===== src/rtl/dbg_uart_pkg.sv =====
// Shared types and constants for the debug UART receiver: FSM states,
// oversampling ratio and the sample indices used for bit decisions.
package dbg_uart_pkg;

   typedef enum logic [1:0] {
      ST_IDLE  = 2'd0,
      ST_START = 2'd1,
      ST_DATA  = 2'd2,
      ST_STOP  = 2'd3
   } uart_state_e;

   localparam int OVERSAMPLE = 16;

   localparam logic [3:0] SMP_A    = 4'd7;
   localparam logic [3:0] SMP_B    = 4'd8;
   localparam logic [3:0] SMP_C    = 4'd9;
   localparam logic [3:0] SMP_LAST = 4'(OVERSAMPLE - 1);

   function automatic logic maj3(input logic a, input logic b, input logic c);
      return (a & b) | (a & c) | (b & c);
   endfunction

endpackage


===== src/rtl/dbg_uart_tick_gen.sv =====
// Oversample tick generator: one-cycle tick every TICK_DIV clocks, held at
// zero while restart_i is high so the first tick lands a full period later.
module dbg_uart_tick_gen #(
   parameter int TICK_DIV = 10
) (
   input  logic clk,
   input  logic reset,
   input  logic restart_i,
   output logic tick_o
);

   localparam int CW = (TICK_DIV > 1) ? $clog2(TICK_DIV) : 1;
   localparam logic [CW-1:0] CNT_LAST = CW'(TICK_DIV - 1);

   logic [CW-1:0] cnt_q;
   logic [CW-1:0] cnt_d;

   always_comb begin
      cnt_d = cnt_q + CW'(1);
      if (restart_i || (cnt_q == CNT_LAST)) begin
         cnt_d = '0;
      end
   end

   always_ff @(posedge clk or negedge reset) begin
      if (!reset) begin
         cnt_q <= '0;
      end else begin
         cnt_q <= cnt_d;
      end
   end

   assign tick_o = !restart_i && (cnt_q == CNT_LAST);

endmodule


===== src/rtl/dbg_uart_rx.sv =====
// 8N1-style debug UART receiver with 16x oversampling, 3-sample majority
// voting per bit and a one-entry valid/ready holding register.
module dbg_uart_rx
   import dbg_uart_pkg::*;
#(
   parameter int TICK_DIV  = 10,
   parameter int DATA_BITS = 8
) (
   input  logic                 clk,
   input  logic                 reset,
   input  logic                 rx_i,
   output logic [DATA_BITS-1:0] data_o,
   output logic                 valid_o,
   input  logic                 ready_i,
   output logic                 frame_err_o,
   output logic                 overrun_o,
   output logic                 busy_o
);

   localparam int BCW = $clog2(DATA_BITS + 1);

   logic                 rx_meta_q, rx_sync_q;
   uart_state_e          state_q, state_d;
   logic [3:0]           smp_q, smp_d;
   logic [BCW-1:0]       bit_cnt_q, bit_cnt_d;
   logic [DATA_BITS-1:0] shift_q, shift_d;
   logic [1:0]           hist_q, hist_d;
   logic                 stop_done_q, stop_done_d;
   logic [DATA_BITS-1:0] hold_q, hold_d;
   logic                 valid_q, valid_d;
   logic                 ferr_q, ferr_d;
   logic                 ovr_q, ovr_d;
   logic                 tick;
   logic                 deliver;
   logic                 vote;

   dbg_uart_tick_gen #(
      .TICK_DIV (TICK_DIV)
   ) u_tick_gen (
      .clk       (clk),
      .reset     (reset),
      .restart_i (state_q == ST_IDLE),
      .tick_o    (tick)
   );

   assign vote = maj3(hist_q[0], hist_q[1], rx_sync_q);

   always_comb begin
      state_d     = state_q;
      smp_d       = smp_q;
      bit_cnt_d   = bit_cnt_q;
      shift_d     = shift_q;
      hist_d      = hist_q;
      stop_done_d = stop_done_q;
      deliver     = 1'b0;
      ferr_d      = 1'b0;

      // The 4-bit sample counter wraps 15 -> 0 on its own at each bit boundary.
      if (tick) begin
         smp_d = smp_q + 4'd1;
         if (smp_q == SMP_A) hist_d[0] = rx_sync_q;
         if (smp_q == SMP_B) hist_d[1] = rx_sync_q;
      end

      case (state_q)
         ST_IDLE: begin
            smp_d       = '0;
            bit_cnt_d   = '0;
            stop_done_d = 1'b0;
            if (!rx_sync_q) state_d = ST_START;
         end
         ST_START: begin
            if (tick) begin
               if ((smp_q == SMP_A) && rx_sync_q) begin
                  state_d = ST_IDLE;
               end else if (smp_q == SMP_LAST) begin
                  state_d = ST_DATA;
               end
            end
         end
         ST_DATA: begin
            if (tick) begin
               if (smp_q == SMP_C) begin
                  shift_d   = {vote, shift_q[DATA_BITS-1:1]};
                  bit_cnt_d = bit_cnt_q + BCW'(1);
               end
               if ((smp_q == SMP_LAST) && (bit_cnt_q == BCW'(DATA_BITS))) begin
                  state_d = ST_STOP;
               end
            end
         end
         ST_STOP: begin
            // After the decision, wait for an idle line so a held break cannot start a frame.
            if (stop_done_q) begin
               if (rx_sync_q) state_d = ST_IDLE;
            end else if (tick && (smp_q == SMP_C)) begin
               stop_done_d = 1'b1;
               if (vote) deliver = 1'b1;
               else      ferr_d  = 1'b1;
            end
         end
         default: state_d = ST_IDLE;
      endcase
   end

   always_comb begin
      hold_d  = hold_q;
      valid_d = valid_q;
      ovr_d   = 1'b0;
      if (valid_q && ready_i) valid_d = 1'b0;
      if (deliver) begin
         if (!valid_q || ready_i) begin
            hold_d  = shift_q;
            valid_d = 1'b1;
         end else begin
            ovr_d = 1'b1;
         end
      end
   end

   always_ff @(posedge clk or negedge reset) begin
      if (!reset) begin
         rx_meta_q   <= 1'b1;
         rx_sync_q   <= 1'b1;
         state_q     <= ST_IDLE;
         smp_q       <= '0;
         bit_cnt_q   <= '0;
         shift_q     <= '0;
         hist_q      <= '0;
         stop_done_q <= 1'b0;
         hold_q      <= '0;
         valid_q     <= 1'b0;
         ferr_q      <= 1'b0;
         ovr_q       <= 1'b0;
      end else begin
         rx_meta_q   <= rx_i;
         rx_sync_q   <= rx_meta_q;
         state_q     <= state_d;
         smp_q       <= smp_d;
         bit_cnt_q   <= bit_cnt_d;
         shift_q     <= shift_d;
         hist_q      <= hist_d;
         stop_done_q <= stop_done_d;
         hold_q      <= hold_d;
         valid_q     <= valid_d;
         ferr_q      <= ferr_d;
         ovr_q       <= ovr_d;
      end
   end

   assign data_o      = hold_q;
   assign valid_o     = valid_q;
   assign frame_err_o = ferr_q;
   assign overrun_o   = ovr_q;
   assign busy_o      = (state_q != ST_IDLE);

endmodule


===== config.mk =====
export PLATFORM = sky130hd
export DESIGN_NAME = dbg_uart_rx
export DESIGN_NICKNAME = d
export VERILOG_FILES = /design/src/rtl/dbg_uart_pkg.sv /design/src/rtl/dbg_uart_tick_gen.sv /design/src/rtl/dbg_uart_rx.sv
export SDC_FILE = /design/constraint.sdc
export NUM_CORES = 1
export LEC_CHECK = 0
export ABC_AREA = 1
export BUFFER_PORTS_ARGS = -buffer_cell sky130_fd_sc_hd__buf_2
export CAP_MARGIN = 5
export CORE_MARGIN = 2
export CORE_UTILIZATION = 59
export CTS_CLUSTER_DIAMETER = 120
export DETAILED_ROUTE_END_ITERATION = 12
export PLACE_DENSITY_LB_ADDON = 0.2
export SETUP_SLACK_MARGIN = 0.02
export SLEW_MARGIN = 10
export SYNTH_ARGS = -nofsm -noshare
export SYNTH_HDL_FRONTEND = slang
export SYNTH_SLANG_ARGS = --single-unit

===== constraint.sdc =====
create_clock -name clk -period 4.4 [get_ports clk]
set_input_delay 0.44 -clock clk [delete_from_list [all_inputs] [get_ports clk]]
set_output_delay 0.44 -clock clk [all_outputs]
set_load 0.005 [all_outputs]

== Yosys cells after proc, flatten, opt, wreduce, memory -nomap -nowiden ==
Cells that the tools add are included.

* $add $sub $neg: 3
* Equality and inequality tests: 17
* Multiplexer cells: 31
* Bitwise operators: 5
* Reduce and logical (&&, ||, !) cells: 20

{| class="wikitable"
|+ Operators by type and width
! operator !! count
|-
| $eq A4 B4 Y1 const B || 5
|-
| $mux W4 || 5
|-
| $mux W2 || 8
|-
| $mux W1 || 15
|-
| $ne A2 B2 Y1 const B || 7
|-
| $add A4 B1 Y4 const B || 3
|-
| $pmux W2 S4 || 1
|-
| $pmux W4 S2 || 1
|-
| $reduce_bool A2 Y1 || 4
|-
| $reduce_and A7 Y1 || 1
|-
| $reduce_and A2 Y1 || 3
|-
| $reduce_and A3 Y1 || 2
|-
| $logic_and A1 B1 Y1 || 5
|-
| $eq A2 B2 Y1 const B || 2
|-
| $eq A4 B3 Y1 const B || 1
|-
| $and A1 B1 Y1 || 3
|-
| $ne A3 B3 Y1 const B || 1
|-
| $eq A2 B1 Y1 const B || 1
|-
| $logic_not A1 Y1 || 2
|-
| $logic_not A2 Y1 || 1
|-
| $logic_or A1 B1 Y1 || 2
|-
| $or A1 B1 Y1 || 2
|-
| $pmux W1 S2 || 1
|}

* Flip-flop bits (word level): 38
* Input port bits: 4
* Output and inout bits: 12

== Longest topological paths before layout ==
Gate-level depths: netlist of run 1.

* Depth in word-level cells: 8
* Gate-level depth with buffers: 11

== Hierarchy ==
A second synthesis of run 1 with hierarchy kept.

* Cell total of the unflattened synthesis: 199
* Area, all modules: 1855.5 um2

{| class="wikitable"
|+ By module, submodules not included
! module !! instances !! cells each !! area an instance (um2)
|-
| dbg_uart_rx || 1 || 177 || 1654.1
|-
| dbg_uart_tick_gen || 1 || 22 || 201.4
|}

== Worst setup path before layout of run 1 ==
No wires, ideal clock.

* Path type: register to register
* Start point: register state_q[0]
* End point: register hold_q[0], in the netlist data_o[0]
* Library setup time: 113 ps
* Arrival: 1434 ps
* Data required time: 4287 ps
* Setup slack: 2853 ps
* Stages on the path, launching flop included: 11
* Cells stage by stage: dfrtp_1 -> inv_1 -> ha_1 -> inv_1 -> nand2_4 -> nor2_8 -> nand2_4 -> nor2_8 -> nand3_1 -> nand2_1 -> inv_1

* Word-level cells in the longest chain between the ends: 8

{| class="wikitable"
|+ RTL lines
! what !! RTL line !! text
|-
| from (decl) || dbg_uart_rx.sv:23 || <nowiki>uart_state_e state_q, state_d;</nowiki>
|-
| from (signal assigned) || dbg_uart_rx.sv:138 || <nowiki>state_q <= state_d;</nowiki>
|-
| $logic_not A2 Y1 || dbg_uart_rx.sv:42 || <nowiki>.restart_i (state_q == ST_IDLE),</nowiki>
|-
| $logic_not A1 Y1 || dbg_uart_tick_gen.sv:33 || <nowiki>assign tick_o = !restart_i && (cnt_q == CNT_LAST);</nowiki>
|-
| $logic_and A1 B1 Y1 || dbg_uart_tick_gen.sv:33 ||
|-
| $logic_and A1 B1 Y1 || dbg_uart_rx.sv:96 || <nowiki>end else if (tick && (smp_q == SMP_C)) begin</nowiki>
|-
| $mux W1 || dbg_uart_rx.sv:96 ||
|-
| $mux W1 || dbg_uart_rx.sv:94 || <nowiki>if (stop_done_q) begin</nowiki>
|-
| $mux W1 (*) || dbg_uart_rx.sv:65 || <nowiki>case (state_q)</nowiki>
|-
| $reduce_and A2 Y1 (no line) (*) || n/a ||
|-
| to (signal assigned) || dbg_uart_rx.sv:144 || <nowiki>hold_q <= hold_d;</nowiki>
|-
| to (decl) || dbg_uart_rx.sv:29 || <nowiki>logic [DATA_BITS-1:0] hold_q, hold_d;</nowiki>
|}

Mark *: on every way between the ends. The rest lies on a longest branch, timed or not.
A chain may end at the register's enable or synchronous reset.

== Worst setup path in the final report of run 1 ==
* Start point: register state_q[0]
* End point: output busy_o

* Word-level cells in the longest chain between the ends: 1

{| class="wikitable"
|+ RTL lines
! what !! RTL line !! text
|-
| $reduce_bool A2 Y1 || dbg_uart_rx.sv:155 || <nowiki>assign busy_o = (state_q != ST_IDLE);</nowiki>
|-
| to (decl) || dbg_uart_rx.sv:17 || <nowiki>output logic busy_o</nowiki>
|}

No other way between the ends.

==> results of run 1 <==
## metal layers
metal  GRT usage (%)  vias up
met3            4.89        4
met5               0        -
met1            27.1      639
li1                -      741
met4            6.67        0
met2            29.9       21
## path summary, 6_finish.rpt
path	from	end	cells after the start
setup / recovery	state_q[0]	busy_o	4
max in group asynchronous	reset	shift_q[1]	1
setup reg to reg	state_q[0]	bit_cnt_q[2]	9
hold reg to reg	rx_meta_q	rx_sync_q	0
hold / removal	reset	bit_cnt_q[0]	1
min in group clk	rx_i	rx_meta_q	1
## cell usage in the layout, fill, tap and decap left out
master / netlist / final
sky130_fd_sc_hd__o21ai_0: 13 / 13
sky130_fd_sc_hd__clkbuf_1: 0 / 1
sky130_fd_sc_hd__nand2_2: 5 / 5
sky130_fd_sc_hd__clkbuf_8: 0 / 1
sky130_fd_sc_hd__xor2_1: 2 / 2
sky130_fd_sc_hd__nor3_1: 1 / 1
sky130_fd_sc_hd__nor2_1: 11 / 11
sky130_fd_sc_hd__o21ai_2: 7 / 7
sky130_fd_sc_hd__clkinv_2: 0 / 1
sky130_fd_sc_hd__dfstp_2: 2 / 2
sky130_fd_sc_hd__buf_2: 1 / 15
sky130_fd_sc_hd__nand2_1: 48 / 48
sky130_fd_sc_hd__or2_2: 1 / 1
sky130_fd_sc_hd__nor2_4: 1 / 1
sky130_fd_sc_hd__nand4_1: 4 / 4
sky130_fd_sc_hd__xnor2_1: 1 / 1
sky130_fd_sc_hd__o32ai_1: 1 / 1
sky130_fd_sc_hd__ha_1: 12 / 12
sky130_fd_sc_hd__inv_1: 48 / 48
sky130_fd_sc_hd__nand2_4: 3 / 3
sky130_fd_sc_hd__o21ai_1: 1 / 1
sky130_fd_sc_hd__nand4_4: 1 / 1
sky130_fd_sc_hd__a21oi_1: 4 / 4
sky130_fd_sc_hd__nand3_1: 18 / 18
sky130_fd_sc_hd__nand3_2: 2 / 2
sky130_fd_sc_hd__nor2_8: 2 / 2
sky130_fd_sc_hd__dfrtp_1: 36 / 36
sky130_fd_sc_hd__clkbuf_4: 0 / 5
## synthesized netlist by cell type
cell | n | share of area (%)
sky130_fd_sc_hd__inv_1 | 48 | 9.0
sky130_fd_sc_hd__nand2_1 | 48 | 9.0
sky130_fd_sc_hd__dfrtp_1 | 36 | 45
sky130_fd_sc_hd__nand3_1 | 18 | 4.5
sky130_fd_sc_hd__o21ai_0 | 13 | 3.3
sky130_fd_sc_hd__ha_1 | 12 | 7.5
sky130_fd_sc_hd__nor2_1 | 11 | 2.1
sky130_fd_sc_hd__o21ai_2 | 7 | 3.1
sky130_fd_sc_hd__nand2_2 | 5 | 1.6
sky130_fd_sc_hd__a21oi_1 | 4 | 1.0
sky130_fd_sc_hd__nand4_1 | 4 | 1.3
sky130_fd_sc_hd__nand2_4 | 3 | 1.7
sky130_fd_sc_hd__dfstp_2 | 2 | 2.6
sky130_fd_sc_hd__nand3_2 | 2 | 1.0
sky130_fd_sc_hd__nor2_8 | 2 | 2.0
sky130_fd_sc_hd__xor2_1 | 2 | 0.88
sky130_fd_sc_hd__buf_2 | 1 | 0.25
sky130_fd_sc_hd__buf_6 | 1 | 0.57
sky130_fd_sc_hd__nand4_4 | 1 | 1.1
sky130_fd_sc_hd__nor2_4 | 1 | 0.57
sky130_fd_sc_hd__nor3_1 | 1 | 0.25
sky130_fd_sc_hd__o21ai_1 | 1 | 0.25
sky130_fd_sc_hd__o32ai_1 | 1 | 0.44
sky130_fd_sc_hd__or2_2 | 1 | 0.31
sky130_fd_sc_hd__xnor2_1 | 1 | 0.44
## registers in the layout, indices dropped and copies added (netlist names), named ones only
signal            cells
frame_err_o           1
overrun_o             1
rx_sync_q             1
stop_done_q           1
smp_q                 4
u_tick_gen.cnt_q      4
data_o                8
rx_meta_q             1
bit_cnt_q             4
hist_q                2
state_q               1
valid_o               1
shift_q               8
## power by group through the flow
stage,Clock [mW],Combinational (mW),Sequential (mW)
2_1_floorplan,0,0.000575,0.358
3_3_place_gp,0,0.00875,0.358
3_5_place_dp,0,0.00880,0.358
4_1_cts,0.190,0.00879,0.352
5_1_grt,0.207,0.0100,0.352
6_report,0.184,0.00826,0.352
## critical path, cell delays in order (launching register included)
cell	delay, ns
sky130_fd_sc_hd__dfrtp_1	0.46
sky130_fd_sc_hd__inv_1	0.12
sky130_fd_sc_hd__ha_1	0.23
sky130_fd_sc_hd__inv_1	0.16
sky130_fd_sc_hd__buf_2	0.15
## metrics by stage
stage | std cells | utilization, % | setup WS, ns | power (mW) | area, sq um
2_1_floorplan | 226 | - | 2.85 | 0.359 | 1990
3_3_place_gp | 285 | 64.2 | 2.73 | 0.367 | 2110
3_5_place_dp | 285 | 64.2 | 2.62 | 0.367 | 2110
4_1_cts | 293 | 66.0 | 2.51 | 0.550 | 2170
5_1_grt | 293 | 66.0 | 2.39 | 0.569 | 2170
6_report | 293 | 66.0 | 2.51 | 0.544 | 2170
## cells by family (layout without fill, tap and decap cells)
family          Yosys count  after routing  share of synthesized area, %
fa+ha+maj                12             12                          7.54
xor+xnor                  3              3                          1.32
simple gates             97             97                          25.4
buf+inv                  50             71                          9.86
flops                    38             38                          47.9
compound gates           26             26                          8.04
## area by class of cell
type / count / area [sq um]
flip-flops and latches: 38 / 953
inverters: 48 / 180
clock buffers: 7 / 55.1
clock inverters: 1 / 5.00
multi-input cells: 138 / 842
repair buffers: 15 / 75.1
fillers: 275 / 1120
well taps: 46 / 57.6
==> flow_summary.ini, run 1 <==
[clock_network]
cts-buffers-inserted = 5
htree_levels = 2
path_clk_slew_ns = 0.11
cts_num_sinks = 38
cts.repair_timing.setup_buffer_count = 0
cts-root-to-sink-buffers = 2
cts.hold.buffers_added = 0
clock_latency_of_the_later_clocked_register_in_the_worst_skew_pair_ns = 0.34
ctsResizeCount = 0
clockRootBuffer = sky130_fd_sc_hd__clkbuf_4
cts_tree = yes

[timing]
final-hold-violation-count = 0
finClkSkew_ns = 0.0101
slew_violations = 0
tightest_slew_ns = 0.821
fin_hold_ws_ns = 0.190
unrepaired_setup_endpoints_after_global_routing = false
maxSlewHeadroom_pct = 45.3
finalCritPeriodShare_pct = 42.9
fmaxAchievable_mhz = 530
setup_viol = 0
finalWorstPathRequiredPeriod_ns = 1.89
setup-tns-final_ns = 0

[global_routing]
globalRoute.totalOverflow = 0
grt_pass1_wl_microns = 5930
gr-usage-all-layers_pct = 19.4
initial_antenna_violation_count = 0
grt_pass1_vias = 1323
grt_max_degree = 39

[synthesis]
synthesized_area_per_cell_sq_um = 8.81
synth_cell_type_count = 25
postSynthCellCount = 226
netlist_area_sq_mm = 0.00199
ys_seq_elements = 38
count_of_yosys_warnings_during_synthesis = 0
mappedNetlistNets = 242
portion_of_the_post_synthesis_area_used_by_sequential_elements_pct = 47.9

[pwr]
power.net_switching_mw = 0.115
comb_power_share_pct = 1.5
power.switching_fraction_pct = 21.1
peakVddDrop_mv = 0.168
p_per_area_mw_per_mm2 = 251
power.sequential.fraction_pct = 64.6
proportion_of_power_drawn_by_the_clock_network_pct = 33.8
total_leakage_power_nw = 1.18
p_int_mw = 0.429

[setup_path]
required_ns = 3.96
critPathKind = reg -> out
cp.arrival_ns = 1.45
timing.critical_path.from_type = register
peak_fanout_along_the_critical_path = 6
endpoint_kind = output port
ff2ff_setup_slack_ns = 2.58

[placed_design]
gp_congestion = 0.858
portBuffers = 15
hpwlAfterDp_microns = 2430

[route]
met3_wirelength_microns = 111
initial_drt_pass_iterations = 4
vias = 1405
drtIter0Drc = 63
topRoutingLayerUsed = met4
met2WireLength_microns = 1440
routed_antenna_nets = 0
vias_per_cell = 4.80
remaining_drc_errors = 0
wl_microns = 3250
routedWlPerCell_microns = 11.1
wl_met1_microns = 1650

[floorplan]
chipWidth_microns = 62.1
dieArea_sq_mm = 0.00386
starting_density_pct = 60.6
io_pins = 16
die_y_microns = 62.1
floorplan.rows = 21
coreArea_sq_mm = 0.00328

[final_layout]
post_route_cells_drive_above_1_share_pct = 18.6
antenna-diode-count = 0
syn_to_final_growth_pct = 8.86
fin_nets = 262

[status]
run_status = finished, final reports clean

[worst_hold_path]
worst_hold_path_type = in -> async

[run]
max_cap_violations = 0
No activity file was read; power rests on OpenSTA's default activity.
==> run 2: changes to the inputs <==
- clock period: 4.4 -> 1.94 ns (I/O delays scaled with it)
==> run 2 against run 1 <==
Count of clock-buffer cells in the layout unchanged. Wire length up 1.5%. Worst setup slack worse by 2.3 ns. Non-clock buffer count up 2. Worst hold slack better by 0.17 ns. Utilization up 0.65 points. Global-route usage up 0.13 points. Sequential power up 130%. Cell count up 0.68%.
==> flow_summary.ini, run 2 (synthesis gave the netlist of run 1 again) <==
[final_layout]
top_library_cells_by_usage_in_the_layout_fill_and_taps_aside = sky130_fd_sc_hd__inv_1, sky130_fd_sc_hd__nand2_1, sky130_fd_sc_hd__dfrtp_1
fin_nets = 264
syn_to_final_growth_pct = 9.92
post_route_cells_drive_above_1_share_pct = 18.9
antenna-diode-count = 0
finalNonFillerCells = 295
filler_cell_count = 277

[clock_network]
cts_tree = yes
cts-root-to-sink-buffers = 2
cts_num_sinks = 38
path_clk_slew_ns = 0.10
clock_latency_of_the_later_clocked_register_in_the_worst_skew_pair_ns = 0.35
cts-buffers-inserted = 5
htree_levels = 2
clockRootBuffer = sky130_fd_sc_hd__clkbuf_4

[route]
remaining_drc_errors = 0
vias = 1434
routed_antenna_nets = 0
wl_microns = 3290
drtIter0Drc = 70
vias_per_cell = 4.86
routedWlPerCell_microns = 11.2
initial_drt_pass_iterations = 4

[floorplan]
chipWidth_microns = 62.1
io_pins = 16
floorplan.rows = 21
die_y_microns = 62.1
starting_density_pct = 60.6
dieArea_sq_mm = 0.00386
coreArea_sq_mm = 0.00328

[timing]
finClkSkew_ns = 0.00765
finalWorstPathRequiredPeriod_ns = 1.73
setup_viol = 0
setup-tns-final_ns = 0
final-hold-violation-count = 0
slew_violations = 0
finalCritPeriodShare_pct = 89.2
maxSlewHeadroom_pct = 44.7
tightest_slew_ns = 0.830
unrepaired_setup_endpoints_after_global_routing = false
fmaxAchievable_mhz = 578

[setup_path]
endpoint_kind = register
cp_slowest_stage_delay_ns = 0.42
required_ns = 2.21
crit_slowest_cell = sky130_fd_sc_hd__dfrtp_2
crit_chain = inv_1 > ha_1 > inv_1 > nand2_4 > nor2_8 > nand2_4 > nand2_2 > nand3_1 > o21ai_0
peak_fanout_along_the_critical_path = 17
timing.critical_path.from_type = register
critPathKind = reg -> reg
cp.arrival_ns = 2.00
worstPathBufferInverterCount = 2
critical-path-top-delay-family = simple AND/OR/NAND/NOR gates

[global_routing]
use_met2_pct = 30.4
grt_pass1_wl_microns = 5970
grt.met3_usage_pct = 4.89
globalRouteMet1Util_pct = 27.4
global_route.peak_usage_layer = met2
grt_pass1_vias = 1399
initial_antenna_violation_count = 0
grt_max_degree = 39
gr-usage-all-layers_pct = 19.6
globalRoute.totalOverflow = 0

[pwr]
total_leakage_power_nw = 1.19
p_per_area_mw_per_mm2 = 571
peakVddDrop_mv = 0.470

[placed_design]
gp_congestion = 0.858
hpwlAfterDp_microns = 2440
numPlacedInstances = 285
portBuffers = 15

[worst_hold_path]
worst_hold_path_type = reg -> reg

[run]
max_cap_violations = 0

[status]
run_status = finished, final reports clean
run 2: cell types whose count changed in the layout (fill, tap and decap cells not counted):
cell and change:
sky130_fd_sc_hd__dfrtp_1 -1, sky130_fd_sc_hd__dlygate4sd3_1 +2, sky130_fd_sc_hd__dfrtp_2 +1
run 2: where the power goes:
part | leakage, nW | switching [mW] | internal, mW
registers | 0.467 | 0.00174 | 0.796
logic | 0.688 | 0.0168 | 0.00507
clock network | 0.0353 | 0.255 | 0.176
run 2: layout make-up:
type                    instances  area [sq um]  area share, %
inverters                      48           180           8.23
well taps                      46          57.6           2.63
clock buffers                   7          55.1           2.51
repair buffers                 17          95.1           4.34
flip-flops and latches         38           955           43.6
clock inverters                 1          5.00          0.229
multi-input cells             138           842           38.5
run 2: path summary, 6_finish.rpt:
kind	end	cells past startpoint	slack, ns	start
setup / recovery	bit_cnt_q[2]	9	0.21	state_q[0]
setup reg to reg	bit_cnt_q[2]	9	0.21	state_q[0]
min in group asynchronous	data_o[7]	2	0.48	reset
hold / removal	rx_sync_q	0	0.36	rx_meta_q
hold reg to reg	rx_sync_q	0	0.36	rx_meta_q
max in group asynchronous	state_q[0]	2	0.90	reset
run 2: metrics by stage:
stage	utilization [%]	area, sq um	total power, mW	setup slack (ns)	hold slack [ns]
global placement	64.2	2110	0.832	0.269	0.299
CTS	66.6	2190	1.26	0.166	0.365
global route	66.7	2190	1.30	0.0580	0.370
detailed placement	64.2	2110	0.833	0.174	0.303
floorplan	-	1990	0.813	0.393	-0.102
finish	66.7	2190	1.25	0.209	0.363
run 2: what timing repair did:
action	in CTS	in global routing
setup buffers	0	0
hold endpoints to repair	37	0
hold buffers	2	0
gates resized for setup	0	1
setup endpoints to repair	0	1
run 2: routing by layer:
| layer | up-vias | share of wire, % |
|---|---|---|
| li1 | 746 | - |
| met1 | 658 | 51 |
| met2 | 26 | 44 |
| met3 | 4 | 3.8 |
| met4 | 0 | 1.2 |
| met5 | - | 0 |
